File: config.mk
export PLATFORM = sky130hd
export DESIGN_NAME = nibble_add_seq
export DESIGN_NICKNAME = d
export VERILOG_FILES = /design/src/rtl/nibble_add_seq.sv
export SDC_FILE = /design/constraint.sdc
export NUM_CORES = 1
export LEC_CHECK = 0
export CAP_MARGIN = 40
export CORE_ASPECT_RATIO = 0.75
export CORE_MARGIN = 1
export CORE_UTILIZATION = 47
export CTS_CLUSTER_DIAMETER = 50
export CTS_CLUSTER_SIZE = 28
export DETAILED_ROUTE_END_ITERATION = 8
export HOLD_SLACK_MARGIN = 0.12
export PLACE_DENSITY = 0.9
export SKIP_LAST_GASP = 1
export SLEW_MARGIN = 0
export SYNTH_ARGS = -nofsm -noshare
export SYNTH_HDL_FRONTEND = slang
export SYNTH_SLANG_ARGS = --single-unit
File: constraint.sdc
create_clock -name clk -period 1.84 [get_ports clk]
set_clock_uncertainty 0.05 [all_clocks]
set_input_delay 0.276 -clock clk [delete_from_list [all_inputs] [get_ports clk]]
set_output_delay 0.276 -clock clk [all_outputs]
set_load 0.02 [all_outputs]
File: src/rtl/nibble_add_seq.sv
// -----------------------------------------------------------------------------
// nibble_add_seq
//
// Multi-cycle WIDTH-bit adder sequencer. It feeds an external combinational
// 4-bit add unit one nibble per cycle, LSB first. The carry out of each nibble
// is registered and fed back as the carry into the next nibble.
//
// Flow: IDLE accepts an operand pair. RUN takes NIB cycles, one nibble each.
// DONE presents the result until the consumer takes it.
//
// Ports
//   clk, rst_n            clock; synchronous active-low reset
//   in_valid / in_ready   operand handshake (in_a, in_b, in_cin)
//   add_a, add_b, add_cin nibble operands and carry driven to the add unit
//   add_sum, add_cout     add unit result (combinational, same cycle)
//   out_valid / out_ready result handshake (out_sum, out_cout, out_ovf)
//
// Parameter
//   WIDTH  operand width; must be a multiple of 4 and at least 4
// -----------------------------------------------------------------------------
module nibble_add_seq #(
    parameter int WIDTH = 16
) (
    input  logic             clk,
    input  logic             rst_n,
    input  logic             in_valid,
    output logic             in_ready,
    input  logic [WIDTH-1:0] in_a,
    input  logic [WIDTH-1:0] in_b,
    input  logic             in_cin,
    output logic [3:0]       add_a,
    output logic [3:0]       add_b,
    output logic             add_cin,
    input  logic [3:0]       add_sum,
    input  logic             add_cout,
    output logic             out_valid,
    input  logic             out_ready,
    output logic [WIDTH-1:0] out_sum,
    output logic             out_cout,
    output logic             out_ovf
);

    localparam int NIB  = WIDTH / 4;
    localparam int CNTW = (NIB > 1) ? $clog2(NIB) : 1;
    localparam logic [CNTW-1:0] LAST_CNT = CNTW'(NIB - 1);

    typedef enum logic [1:0] {
        IDLE = 2'd0,
        RUN  = 2'd1,
        DONE = 2'd2
    } state_t;

    state_t            state_reg;
    state_t            state_next;
    logic [WIDTH-1:0]  a_reg;
    logic [WIDTH-1:0]  b_reg;
    logic              carry_reg;
    logic [CNTW-1:0]   cnt_reg;
    logic              cout_reg;
    logic              ovf_reg;
    logic              last_nib;

    // Nibble views of the captured operands. Indexing them by the counter
    // gives the add unit operands without a variable part-select.
    logic [3:0] a_nib [NIB];
    logic [3:0] b_nib [NIB];

    assign last_nib = (cnt_reg == LAST_CNT);

    // Each result nibble has its own register. The register loads only on
    // the RUN cycle whose counter value matches its position.
    generate
        for (genvar gi = 0; gi < NIB; gi++) begin : g_nib
            localparam logic [CNTW-1:0] NIB_IDX = CNTW'(gi);
            logic [3:0] sum_nib_reg;

            assign a_nib[gi] = a_reg[4*gi +: 4];
            assign b_nib[gi] = b_reg[4*gi +: 4];
            assign out_sum[4*gi +: 4] = sum_nib_reg;

            always_ff @(posedge clk) begin
                if (!rst_n) begin
                    sum_nib_reg <= 4'd0;
                end else if (state_reg == RUN && cnt_reg == NIB_IDX) begin
                    sum_nib_reg <= add_sum;
                end
            end
        end
    endgenerate

    // Next-state logic and handshake/add-unit outputs.
    always_comb begin
        state_next = state_reg;
        in_ready   = 1'b0;
        out_valid  = 1'b0;
        add_a      = 4'd0;
        add_b      = 4'd0;
        add_cin    = 1'b0;
        case (state_reg)
            IDLE: begin
                in_ready = 1'b1;
                if (in_valid) begin
                    state_next = RUN;
                end
            end
            RUN: begin
                add_a   = a_nib[cnt_reg];
                add_b   = b_nib[cnt_reg];
                add_cin = carry_reg;
                if (last_nib) begin
                    state_next = DONE;
                end
            end
            DONE: begin
                out_valid = 1'b1;
                if (out_ready) begin
                    state_next = IDLE;
                end
            end
            default: begin
                state_next = IDLE;
            end
        endcase
    end

    // State, operand capture, carry chain and final flags.
    always_ff @(posedge clk) begin
        if (!rst_n) begin
            state_reg <= IDLE;
            a_reg     <= '0;
            b_reg     <= '0;
            carry_reg <= 1'b0;
            cnt_reg   <= '0;
            cout_reg  <= 1'b0;
            ovf_reg   <= 1'b0;
        end else begin
            state_reg <= state_next;
            case (state_reg)
                IDLE: begin
                    if (in_valid) begin
                        a_reg     <= in_a;
                        b_reg     <= in_b;
                        carry_reg <= in_cin;
                        cnt_reg   <= '0;
                    end
                end
                RUN: begin
                    carry_reg <= add_cout;
                    if (last_nib) begin
                        // The sign of the result is bit 3 of the top nibble.
                        // Signed overflow means both operands had the same
                        // sign and the result sign differs from it.
                        cout_reg <= add_cout;
                        ovf_reg  <= (a_reg[WIDTH-1] == b_reg[WIDTH-1]) &&
                                    (add_sum[3] != a_reg[WIDTH-1]);
                        // Reset explicitly so a non-power-of-two NIB can
                        // never leave the counter past the last nibble.
                        cnt_reg  <= '0;
                    end else begin
                        cnt_reg  <= cnt_reg + 1'b1;
                    end
                end
                default: begin
                end
            endcase
        end
    end

    assign out_cout = cout_reg;
    assign out_ovf  = ovf_reg;

endmodule

==> flow_summary.json <==
{
  "hold_path.class": "reg2reg",
  "place.gp.congestion": 0.753,
  "grt_util_met3_pct": 4.71,
  "clk_latency_ns": 0.30,
  "arrival_ns": 1.56,
  "hold_viol_final": 0,
  "rrSetupSlack_ns": 0.19,
  "grt_usage_pct": 20.3,
  "hold_path_end": "a_reg[7]",
  "clock-sinks": 55,
  "post-route-period-util_pct": 103,
  "row_count": 22,
  "worstSetupPathType": "reg2out",
  "ff2ff_path_depth": 5,
  "min_period_ns": 1.89,
  "tns_ns": -0.279,
  "grt_first_pass_wirelength_um": 8800,
  "io_buffers": 70,
  "cap_violations": 0,
  "regArea_sq_um": 1100,
  "start_util_pct": 49.8,
  "hold_depth": 2,
  "grt_max_degree": 56,
  "peakVddDrop_uv": 491,
  "tritoncts.num_buffers": 5,
  "antennaDiodeCount": 0,
  "syn_inst": 257,
  "setup_viol": 7,
  "routed_wl_um": 5410,
  "grt_pass1_vias": 1914,
  "status": "finished with violations",
  "vias": 1995,
  "die_area_sq_um": 5580,
  "drc_errors": 0,
  "fmax_mhz": 530,
  "worstMarginPinSlew_ns": 0.252,
  "violations": "negative setup slack",
  "vias_per_cell": 4.91,
  "slew_headroom_pct": 83.2,
  "rsz0062_at_grt": "true",
  "core_area_sq_um": 4980,
  "ys_types": 28,
  "die_w_um": 85.9,
  "path_cells": "buf_4, mux4_2, nor2b_4, buf_4",
  "endpoint_kind": "output port",
  "multi_input_comb_area_sq_um": 1280,
  "syn-cell-area_sq_um": 2480,
  "antenna_found_initial": 0,
  "top_usage_layer": "met2",
  "power.leakage_uw": 0.00142,
  "cts.clk_slew.worst_paths_ns": 0.10,
  "setup.worst_path.start_class": "flop",
  "io_pins": 71,
  "hpwl_um": 3900,
  "cp.required_ns": 1.51,
  "syn2layout_area_growth_pct": 37.1,
  "ys_ff_latch": 55,
  "synth_area_per_cell_sq_um": 9.65,
  "fin_nets": 379,
  "drive_gt1_share_pct": 15.3,
  "clockBufferDepth": 2,
  "wl_per_cell_um": 13.3,
  "slew_violations": 0,
  "die_y_um": 64.9,
  "p_per_area_nw_per_um2": 693,
  "ant_nets": 0,
  "power_uw": 2360,
  "worstPathMaxFanout": 3,
  "timing.rr.end": "out_ovf",
  "yosys_warnings": 0,
  "syn_nets": 303,
  "cts-root-buf": "clkbuf_8",
  "tritoncts": "built",
  "fillers": 407,
  "cpMostUsedCell": "buf_4",
  "dr.first_iter.drc_count": 85,
  "grt-ovfl-total": 0,
  "synth_seq_area_share_pct": 44.4,
  "slowest_delay_ns": 0.49,
  "r2r-start": "cnt_reg[1]",
  "grt_util_met2_pct": 34.2,
  "min_from": "a_reg[7]",
  "first_pass_iters": 4,
  "critPathSlowestCell": "mux4_2",
  "fin_ws_ns": -0.0478,
  "use_met1_pct": 25.8,
  "htreeDepth": 2
}
==> worst max path at each step <==
| stage | startpoint | end | slack (ns) | cells past startpoint |
|---|---|---|---|---|
| floorplan | cnt_reg[0] | add_b[3] | 0.25 | 3 |
| global placement | cnt_reg[0] | add_b[3] | -0.12 | 4 |
| detailed placement | cnt_reg[0] | add_b[3] | -0.15 | 4 |
| CTS | cnt_reg[0] | add_b[3] | -0.15 | 4 |
| global route | cnt_reg[0] | add_a[1] | -0.12 | 4 |
| finish | cnt_reg[0] | add_a[1] | -0.05 | 4 |
==> per-stage QoR <==
stage | hold slack [ns] | cells | setup slack [ns] | utilization (%) | instance area [sq um]
after global routing | 0.432 | 406 | -0.123 | 68.3 | 3400
after detailed placement | 0.395 | 397 | -0.153 | 66.6 | 3320
after floorplan | 0.361 | 257 | 0.250 | - | 2480
final | 0.407 | 406 | -0.0478 | 68.3 | 3400
after global placement | 0.388 | 397 | -0.122 | 66.6 | 3320
after CTS | 0.408 | 406 | -0.146 | 68.0 | 3390
==> per-layer routing <==
layer | routed length (um) | up-vias
li1 | - | 1009
met1 | 2580 | 918
met2 | 2490 | 62
met3 | 311 | 6
met4 | 38 | 0
met5 | 0 | -
==> Yosys cell counts (all sizes together) <==
cell | number | area, sq um
nand2 | 65 | 244
dfxtp | 55 | 1100
a21boi | 35 | 263
nor2b | 26 | 163
mux2i | 17 | 170
buf | 12 | 83.8
mux4 | 8 | 180
clkbuf | 6 | 22.5
nand3b | 5 | 61.3
nor2 | 5 | 18.8
ha | 4 | 50.1
inv | 4 | 15.0
nand2b | 3 | 18.8
nor3b | 3 | 27.5
o21ai | 2 | 10.0
a21oi | 1 | 5.00
and2 | 1 | 6.26
nand3 | 1 | 5.00
o221a | 1 | 11.3
o311a | 1 | 10.0
or3 | 1 | 6.26
or3b | 1 | 8.76
==> cell type report <==
type                       count  area share (%)
clock buffer                   5            2.02
clock inverter                 3           0.588
inverter                       4           0.441
multi-input combinational    180            37.6
sequential                    55            32.4
tap                           72            2.65
timing repair buffer          87            24.2
==> cell usage in the layout (no fill, tap or decap) <==
master	n
nor2b_4	2
a21boi_0	3
clkinv_2	1
dfxtp_1	53
mux2i_1	17
clkinvlp_4	2
mux4_2	8
inv_1	4
nand2b_1	3
dfxtp_2	2
clkbuf_8	5
or3_1	1
buf_4	16
buf_12	2
o21ai_0	2
clkdlybuf4s50_1	59
dlygate4sd2_1	3
nor2_1	5
ha_1	4
nand2_1	65
nor3b_1	2
or3b_1	1
nand3b_2	3
and2_1	1
nand3b_1	1
o311a_1	1
a21boi_1	32
a21oi_1	1
nor3b_4	1
nand3_1	1
nor2b_1	24
buf_2	5
nand3b_4	1
buf_6	2
o221a_2	1
==> power by group <==
group / internal, uW / switching [uW]
Sequential: 1250 / 31.3
Clock: 265 / 385
Combinational: 241 / 187
==> critical path: cells and delay by family, from the launching register on <==
kind | cells | cell delay (ns)
muxes | 1 | 0.49
buffers and inverters | 2 | 0.28
DFF | 1 | 0.35
and+or+nand+nor | 1 | 0.13
==> logic make-up after synthesis <==
group,synth area share (%)
AOI/OAI and AO/OA,12.1
muxes,14.1
DFF,44.4
and+or+nand+nor,22.5
adders and majority gates,2.02
buffers and inverters,4.89
==> repair_timing <==
item                       4_1_cts  5_1_grt
buffers inserted                 1        1
hold buffers                     0        0
resized for setup               39        7
setup endpoints to repair       11        7
No activity file was read; power rests on OpenSTA's default activity.
